## src/rtl/pll_rst_seq.sv

```systemverilog
// pll_rst_seq: drives the HDMI PLL reset, qualifies its lock indication
// (timeout, bounded retries, stability window) and releases the four
// per-domain resets in order once lock is stable. Single clock: refclk.
//
// state     | meaning
// ----------+---------------------------------------------------------
// RESET_PLL | PLL held in reset for RST_HOLD_CYCLES, all domains in reset
// WAIT_LOCK | PLL running, waiting for synced lock (with timeout)
// STABLE    | lock seen, must stay high LOCK_STABLE_CYCLES in a row
// RELEASE   | domain resets released bit0..bit3, DOMAIN_GAP apart
// RUN       | all domains out of reset, lock_ok high
// FAULT     | retries exhausted, PLL held in reset until relock_req
module pll_rst_seq #(
  parameter int unsigned RST_HOLD_CYCLES     = 16,
  parameter int unsigned LOCK_TIMEOUT_CYCLES = 65536,
  parameter int unsigned LOCK_STABLE_CYCLES  = 1024,
  parameter int unsigned MAX_RETRY           = 3,
  parameter int unsigned DOMAIN_GAP          = 8
) (
  input  logic                               refclk,
  input  logic                               rst_n,
  input  logic                               pll_extlock,
  input  logic                               relock_req,
  output logic                               pll_reset,
  output logic [3:0]                         rst_out_n,
  output logic                               lock_ok,
  output logic                               fault,
  output logic [$clog2(MAX_RETRY+1)-1:0]     retry_cnt,
  output logic [7:0]                         lol_cnt
);

  // The counter also has to reach the last RELEASE index (3*DOMAIN_GAP).
  localparam int unsigned REL_LAST_I = 3 * DOMAIN_GAP;
  localparam int unsigned MAX_A      = (RST_HOLD_CYCLES > LOCK_TIMEOUT_CYCLES) ?
                                       RST_HOLD_CYCLES : LOCK_TIMEOUT_CYCLES;
  localparam int unsigned MAX_B      = (LOCK_STABLE_CYCLES > REL_LAST_I) ?
                                       LOCK_STABLE_CYCLES : REL_LAST_I;
  localparam int unsigned MAX_CNT    = (MAX_A > MAX_B) ? MAX_A : MAX_B;
  localparam int          CW         = $clog2(MAX_CNT + 1);
  localparam int          RW         = $clog2(MAX_RETRY + 1);

  localparam logic [CW-1:0] HOLD_LAST   = CW'(RST_HOLD_CYCLES - 1);
  localparam logic [CW-1:0] TMO_LAST    = CW'(LOCK_TIMEOUT_CYCLES - 1);
  localparam logic [CW-1:0] STABLE_LAST = CW'(LOCK_STABLE_CYCLES - 1);
  localparam logic [CW-1:0] REL_LAST    = CW'(REL_LAST_I);
  localparam logic [RW-1:0] RETRY_MAX   = RW'(MAX_RETRY);

  typedef enum logic [2:0] {
    RESET_PLL = 3'd0,
    WAIT_LOCK = 3'd1,
    STABLE    = 3'd2,
    RELEASE   = 3'd3,
    RUN       = 3'd4,
    FAULT     = 3'd5
  } state_t;

  state_t        state, state_nxt;
  logic [CW-1:0] cnt;
  logic          extlock_s1, lock_s;
  logic          enter;
  logic [RW-1:0] retry_nxt;
  logic [7:0]    lol_nxt;
  logic [CW:0]   rel_idx;
  logic [3:0]    rel_mask;

  // Two-flop synchronizer for the asynchronous PLL lock pin.
  always_ff @(posedge refclk) begin
    if (!rst_n) begin
      extlock_s1 <= 1'b0;
      lock_s     <= 1'b0;
    end else begin
      extlock_s1 <= pll_extlock;
      lock_s     <= extlock_s1;
    end
  end

  // Next-state decision; relock_req beats every other transition.
  always_comb begin
    state_nxt = state;
    retry_nxt = retry_cnt;
    lol_nxt   = lol_cnt;
    if (relock_req) begin
      state_nxt = RESET_PLL;
      retry_nxt = '0;
    end else begin
      case (state)
        RESET_PLL: if (cnt == HOLD_LAST) state_nxt = WAIT_LOCK;
        WAIT_LOCK: begin
          if (lock_s) begin
            state_nxt = STABLE;
          end else if (cnt == TMO_LAST) begin
            if (retry_cnt == RETRY_MAX) begin
              state_nxt = FAULT;
            end else begin
              state_nxt = RESET_PLL;
              retry_nxt = retry_cnt + RW'(1);
            end
          end
        end
        STABLE: begin
          if (!lock_s)                 state_nxt = WAIT_LOCK;
          else if (cnt == STABLE_LAST) state_nxt = RELEASE;
        end
        RELEASE, RUN: begin
          if (!lock_s) begin
            state_nxt = RESET_PLL;
            retry_nxt = '0;
            if (lol_cnt != 8'hFF) lol_nxt = lol_cnt + 8'd1;
          end else if (state == RELEASE && cnt == REL_LAST) begin
            state_nxt = RUN;
          end
        end
        FAULT:   state_nxt = FAULT;
        default: state_nxt = RESET_PLL;
      endcase
    end
  end

  // Release mask for the RELEASE cycle being entered: bit i once index >= i*gap.
  always_comb begin
    enter    = (state_nxt != state) || relock_req;
    rel_idx  = enter ? '0 : ({1'b0, cnt} + (CW+1)'(1));
    rel_mask = '0;
    for (int i = 0; i < 4; i++) begin
      rel_mask[i] = (rel_idx >= (CW+1)'(i * DOMAIN_GAP));
    end
  end

  // State, shared counter and registered outputs derived from the next state.
  always_ff @(posedge refclk) begin
    if (!rst_n) begin
      state     <= RESET_PLL;
      cnt       <= '0;
      pll_reset <= 1'b1;
      rst_out_n <= '0;
      lock_ok   <= 1'b0;
      fault     <= 1'b0;
      retry_cnt <= '0;
      lol_cnt   <= '0;
    end else begin
      state <= state_nxt;
      if (enter)            cnt <= '0;
      else if (cnt != '1)   cnt <= cnt + CW'(1);
      retry_cnt <= retry_nxt;
      lol_cnt   <= lol_nxt;
      pll_reset <= (state_nxt == RESET_PLL) || (state_nxt == FAULT);
      lock_ok   <= (state_nxt == RUN);
      fault     <= (state_nxt == FAULT);
      case (state_nxt)
        RELEASE: rst_out_n <= rel_mask;
        RUN:     rst_out_n <= 4'hF;
        default: rst_out_n <= 4'h0;
      endcase
    end
  end

endmodule
```

## config.mk

```make
export PLATFORM = sky130hd
export DESIGN_NAME = pll_rst_seq
export DESIGN_NICKNAME = d
export VERILOG_FILES = /design/src/rtl/pll_rst_seq.sv
export SDC_FILE = /design/constraint.sdc
export NUM_CORES = 1
export LEC_CHECK = 0
export ABC_AREA = 1
export CORE_UTILIZATION = 50
export CTS_CLUSTER_DIAMETER = 80
export DETAILED_ROUTE_END_ITERATION = 16
export PLACE_DENSITY = 0.81
export SLEW_MARGIN = 25
export SYNTH_ARGS = -nofsm -noshare
export SYNTH_HDL_FRONTEND = slang
export SYNTH_SLANG_ARGS = --single-unit
```

## constraint.sdc

```tcl
create_clock -name refclk -period 2.5 [get_ports refclk]
set_input_delay 0.625 -clock refclk [delete_from_list [all_inputs] [get_ports refclk]]
set_output_delay 0.625 -clock refclk [all_outputs]
set_load 0.05 [all_outputs]
```

==> metrics.md, run 1 <==
| Metric | Value |
|---|---|
| Status | `complete, but fails checks` |
| Violated checks | `setup timing` |
| Most area-hungry cell type in the Yosys netlist | `dfxtp_1` |
| CTS tree | `built` |
| TritonCTS Buffers | `5` |
| Ports | `21` |
| Largest net degree at the start of global routing | `16` |
| Data required, critical path | `~2.7 ns` |
| Wirelength per Cell | `~15 um` |
| Worst path arrival time | `roughly 3.0 ns` |
| Antenna violations before repair | `0` |
| Final Skew | `about 0.0047 ns` |
| Vias in the first global route | `2257` |
| Maximum clock frequency | `approximately 360 MHz` |
| Synth Flop Type | `dfxtp_1` |
| Initial DRC count | `about 240` |
| Largest cells by area after synthesis | `dfxtp_1, nand2_1, nor2_1` |
| Seq pwr share | `0.509` |
| Reg2reg setup slack | `-0.29 ns` |
| GPL Wtd Cong | `roughly 0.9` |
| DP Worst Slack | `-0.2070 ns` |
| First-pass DRT Iterations | `5` |
| Die Ht | `~70 um` |
| Share of cells above drive strength 1 | `0.2716` |
| Crit end category | `register` |
| Sw Share | `0.2144` |
| Filler cell count | `275` |
| # rows | `23` |
| Maxcap violations | `0` |
| Clk buf depth | `2` |
| Die area | `4749 um^2` |
| Worst-margin pin slew | `about 0.5 ns` |
| Post-synth EDFFs | `0` |
| Clock share of power | `0.447` |
| Die Wd | `roughly 70 um` |
| Clk Latency, worst-skew pair | `between 0.2 and 0.3 ns` |
| Initial Util | `0.5402` |
| IO Port Bufs | `20` |
| Period Utilization, post-route | `1.114` |
| Synth cell types | `29` |
| #FFs+latches synth | `39` |
| Pwr per Cell Area | `a little under 400 nW/um^2` |
| Worst rel slew slack | `0.6646` |
| Post-layout util | `0.7594` |
| DRC Markers | `0` |
| Pins Over Slew Limit | `0` |
| Area grow syn2layout | `40.58%` |
| Clk sinks | `39` |
| Vias | `around 2500` |
| GRT overflow | `0` |
| Root Buffer Master | `clkbuf_8` |
| Final setup viols | `24` |
| First-pass GRT wire length | `about 9.8 mm` |
| Synthesized instance count | `approximately 340` |
| Slack of the critical path | `-0.2858 ns` |
| Seq/Total Area, Yosys | `0.3488` |
| Placed cell area | `2720 um^2` |
| Area of the mapped netlist | `~2200 um^2` |
| Post-Syn Nets | `about 350` |
| Nets | `between 400 and 500` |
| Gr usage total | `0.2839` |
| CORE AREA | `about 4100 um^2` |
| Post-route cell area | `roughly 3100 um^2` |
| Routed vias/inst | `5.503` |
| Design Power | `around 1.2 mW` |
| Gate power share | `0.044` |
| Max FO, Critical Path | `8` |
| Worst IR Drop VDD | `0.0003192 V` |
| ANT cells | `0` |
| Startpoint Class | `register` |
| Syn_area_per_cell | `around 6.6 um^2` |
| WS Path Type | `register to register` |
| Detail Route Antenna Nets | `0` |
| Final Hold Viols | `0` |
| Fin crit period | `~2.8 ns` |
| P_int | `approximately 970 uW` |
| Post-DP HPWL | `between 3 and 4 mm` |
| CTS clk-pin slew, worst paths | `around 0.08 ns` |
| Routed WL | `roughly 6.6 mm` |
| Hold Crit Class | `register to register` |
| Post-CTS Hold Buffers | `0` |
| Post-synth ARST share | `0` |
| Yosys warning total | `0` |
| Most frequent cell after synthesis | `nand2_1` |
| RSZ-0062 raised after global routing | `true` |
| Static leakage | `~1.4 nW` |
| Psw | `between 200 and 300 uW` |
| Post-synth top area share | `0.3488` |
| Synth cell count leaders | `nand2_1, nor2_1, inv_1, dfxtp_1, nand3_1` |
| H-Tree Depth | `2` |
layout by cell type (no fill, tap or decap), types with 8 or more instances in the layout:
cell	netlist	final
nor2_1	55	51
dfxtp_1	39	37
clkdlybuf4s50_1	0	20
nand3_1	27	22
a21oi_2	0	8
o21ai_0	13	11
buf_4	0	42
a211oi_2	3	10
nand2_1	80	76
inv_1	41	39
per-layer routing:
layer / routed length (um) / GRT usage
met3: 507 / 0.06250
met5: 0 / 0
met2: 3267 / 0.4891
met1: 2664 / 0.3373
met4: 201 / 0.1173
what timing repair did:
item / in CTS / in global routing
gates resized for setup: 27 / 16
setup endpoints to repair: 20 / 25
pin swaps: 4 / 15
cloned: 2 / 0
buffers inserted: 9 / 5
final cells by class:
cell class	count	area, um^2	area share
flip-flops and latches	39	783.3	0.2489
repair buffers	63	535.5	0.1702
clock inverters	2	35.03	0.01113
multi-input cells	248	1464	0.4652
clock buffers	6	82.58	0.02624
well taps	50	62.56	0.01988
inverters	47	183.9	0.05845
critical path: stages (launching register included):
cell and delay [ns]:
dfxtp_2 0.36, ha_4 0.15, nand3_4 0.09, inv_4 0.08, nand2_4 0.06, nor2_4 0.09, nand3b_1 0.13, nor3_2 0.23
ha_2 0.24, inv_2 0.05, o21ai_2 0.12, nor2_2 0.07, a21oi_2 0.16, nand2_2 0.10, nand3_2 0.08, nand2_2 0.08
nor2_4 0.12, buf_12 0.15, nand3_4 0.16, a211oi_2 0.18
flip-flops by register name (all words and copies together), names as in the netlist:
register    cells
rst_out_n       4
lol_cnt         8
pll_reset       1
retry_cnt       2
lock_ok         1
state           3
cnt            17
lock_s          1
fault           1
extlock_s1      1
path summary, 6_finish.rpt:
| kind | from | endpoint | cells after the start |
|---|---|---|---|
| setup reg to reg | cnt[0] | cnt[16] | 19 |
| setup / recovery | cnt[0] | cnt[16] | 19 |
| hold / removal | extlock_s1 | lock_s | 2 |
| hold reg to reg | extlock_s1 | lock_s | 2 |
cells by family (layout without fill, tap and decap cells):
kind of cell	Yosys count	count (layout)	synth area share
XOR/XNOR	7	7	0.02739
buffers and inverters	53	118	0.09279
flip-flops	39	39	0.3488
AO/OA/AOI/OAI	42	42	0.1163
adder cells (fa/ha/maj)	6	6	0.03354
AND/OR/NAND/NOR	191	193	0.3812
power by group through the flow:
stage	Sequential, mW	Clock, mW	Combinational (mW)
after floorplan	0.641	0	0.0239
after global routing	0.627	0.582	0.0579
after detailed placement	0.641	0	0.0361
final	0.626	0.550	0.0539
after CTS	0.626	0.550	0.0495
after global placement	0.641	0	0.0355
stage by stage:
stage	TNS [ns]	cells	hold WS, ns
2_1_floorplan	0	338	0.3905
3_3_place_gp	-0.3298	432	0.4037
3_5_place_dp	-2.501	432	0.4021
4_1_cts	-0.4826	451	0.4226
5_1_grt	-9.340	455	0.4426
6_report	-5.172	455	0.4230
Note: power is estimated with default switching activity, not from simulation.
==> run 2: changes to the inputs <==
--- a/config.mk
+++ b/config.mk
@@ -6,6 +6,7 @@
 export NUM_CORES = 1
 export LEC_CHECK = 0
 export ABC_AREA = 1
+export CORE_MARGIN = 3
 export CORE_UTILIZATION = 50
 export CTS_CLUSTER_DIAMETER = 80
 export DETAILED_ROUTE_END_ITERATION = 16
==> metrics.md, run 2 (synthesis results as in run 1) <==
| Metric | Value |
|---|---|
| Status | `complete, but fails checks` |
| Violated checks | `setup timing` |
| Gr usage total | `0.2780` |
| Commonest non-fill, non-tap cell in the layout | `nand2_1` |
| First-pass DRT Iterations | `6` |
| ANT cells | `0` |
| Max reg flops | `17` |
| TritonCTS Buffers | `5` |
| Root Buffer Master | `clkbuf_8` |
| Post-DP HPWL | `roughly 3.8 mm` |
| CORE AREA | `between 4000 and 5000 um^2` |
| Data required, critical path | `roughly 2.7 ns` |
| Vias | `~2900` |
| # rows | `23` |
| Maximum clock frequency | `about 320 MHz` |
| CTS clk-pin slew, worst paths | `~0.080 ns` |
| Final setup viols | `26` |
| Initial Util | `0.5402` |
| Area grow syn2layout | `49.47%` |
| Vias in the first global route | `~2500` |
| Largest net degree at the start of global routing | `16` |
| Hold Crit Class | `register to register` |
| Design Power | `between 1 and 1.5 mW` |
| Clk sinks | `39` |
| Top flop regs | `cnt (17), lol_cnt (8), rst_out_n (4)` |
| Worst-margin pin slew | `roughly 0.74 ns` |
| Die Wd | `about 73 um` |
| Final Skew | `0.01416 ns` |
| Final Hold Viols | `0` |
| Highest-count cells in the layout ignoring fill and taps | `nand2_1, buf_4, nor2_1` |
| Post-CTS Hold Buffers | `0` |
| Startpoint Class | `register` |
| Static leakage | `1.467 nW` |
| Pins Over Slew Limit | `0` |
| First-pass GRT wire length | `~11 mm` |
| Share of cells above drive strength 1 | `0.3082` |
| Antenna violations before repair | `0` |
| H-Tree Depth | `2` |
| GRT overflow | `0` |
| Fin crit period | `approximately 3.1 ns` |
| Period Utilization, post-route | `1.247` |
| RSZ-0062 raised after global routing | `true` |
| Nets | `between 400 and 500` |
| WS Path Type | `register to register` |
| Max FO, Critical Path | `7` |
| IO Port Bufs | `20` |
| Routed vias/inst | `~6` |
| Routed WL | `around 8.8 mm` |
| Biggest register | `cnt` |
| Die area | `5316 um^2` |
| DRC Markers | `0` |
| Die Ht | `~73 um` |
| Worst IR Drop VDD | `between 0.0002 and 0.0003 V` |
| Worst path arrival time | `approximately 3.3 ns` |
| CTS tree | `built` |
| GPL Wtd Cong | `between 0.9 and 1` |
| Clk Latency, worst-skew pair | `roughly 0.31 ns` |
| Ports | `21` |
| Initial DRC count | `around 360` |
| Clk buf depth | `2` |
| Pwr per Cell Area | `approximately 400 nW/um^2` |
| Setup_tns | `-12.05 ns` |
| Worst rel slew slack | `0.5034` |
| Slack of the critical path | `-0.6183 ns` |
| Wirelength per Cell | `18.52 um` |
| Crit end category | `register` |
| Maxcap violations | `0` |
| Detail Route Antenna Nets | `0` |
run 2: repair_timing:
item                       CTS  global route
pin swaps                   10            12
buffers inserted            24            13
resized for setup           18            35
setup endpoints to repair   21            28
gates cloned                 2             0
run 2: area by class of cell:
class | count | area (um^2)
clock buffer | 6 | 72.57
fill | 257 | 798.3
timing repair buffer | 83 | 725.7
inverter | 47 | 186.4
tap | 50 | 62.56
sequential | 39 | 783.3
multi-input combinational | 248 | 1455
clock inverter | 2 | 60.06
run 2: power by group:
group,leakage [nW],internal (mW),switching [mW]
combinational,1.09,0.0314,0.0401
sequential,0.316,0.624,0.00233
clock,0.0654,0.399,0.247
run 2: critical path: stages (launching register included):
cell and delay (ns):
dfxtp_2 0.36, ha_4 0.15, nand3_4 0.09, inv_4 0.08
nand2_4 0.06, nor2_4 0.13, nand3b_1 0.17, nor3_2 0.27
ha_2 0.26, inv_2 0.06, o21ai_2 0.16, nor2_2 0.07
nor2_1 0.09, nand2_1 0.07, inv_1 0.09, nand3_2 0.13
nand2_2 0.14, nand2_2 0.07, nand2_2 0.10, clkinv_4 0.10
nand3_4 0.18, buf_4 0.16, a21oi_2 0.03
run 2: stage by stage:
step           cells  hold WS [ns]  setup slack (ns)  area (um^2)    util
6_report         475        0.4186           -0.6183         3346  0.8074
5_1_grt          475        0.4396           -0.7806         3346  0.8074
4_1_cts          462        0.4216           -0.1119         3110  0.7506
3_5_place_dp     428        0.4011           -0.2008         2690  0.6492
3_3_place_gp     428        0.3968          -0.09582         2690  0.6492
2_1_floorplan    338        0.3905          0.001904         2263       -
run 2: worst paths after layout:
check | start | depth (start not counted) | end | slack (ns)
worst min-delay path | extlock_s1 | 2 | lock_s | 0.42
worst max register to register | cnt[0] | 22 | cnt[12] | -0.62
worst max-delay path | cnt[0] | 22 | cnt[12] | -0.62
worst min register to register | extlock_s1 | 2 | lock_s | 0.42
run 2: routing by layer:
| layer | vias to the layer above | share of wire | track usage | wire [um] |
|---|---|---|---|---|
| met5 | - | 0 | 0 | 0 |
| met4 | 0 | 0.076 | 0.1557 | 668 |
| met3 | 78 | 0.11 | 0.05923 | 938 |
| met2 | 237 | 0.46 | 0.4569 | 4083 |
| met1 | 1296 | 0.35 | 0.3353 | 3106 |
| li1 | 1255 | - | - | - |
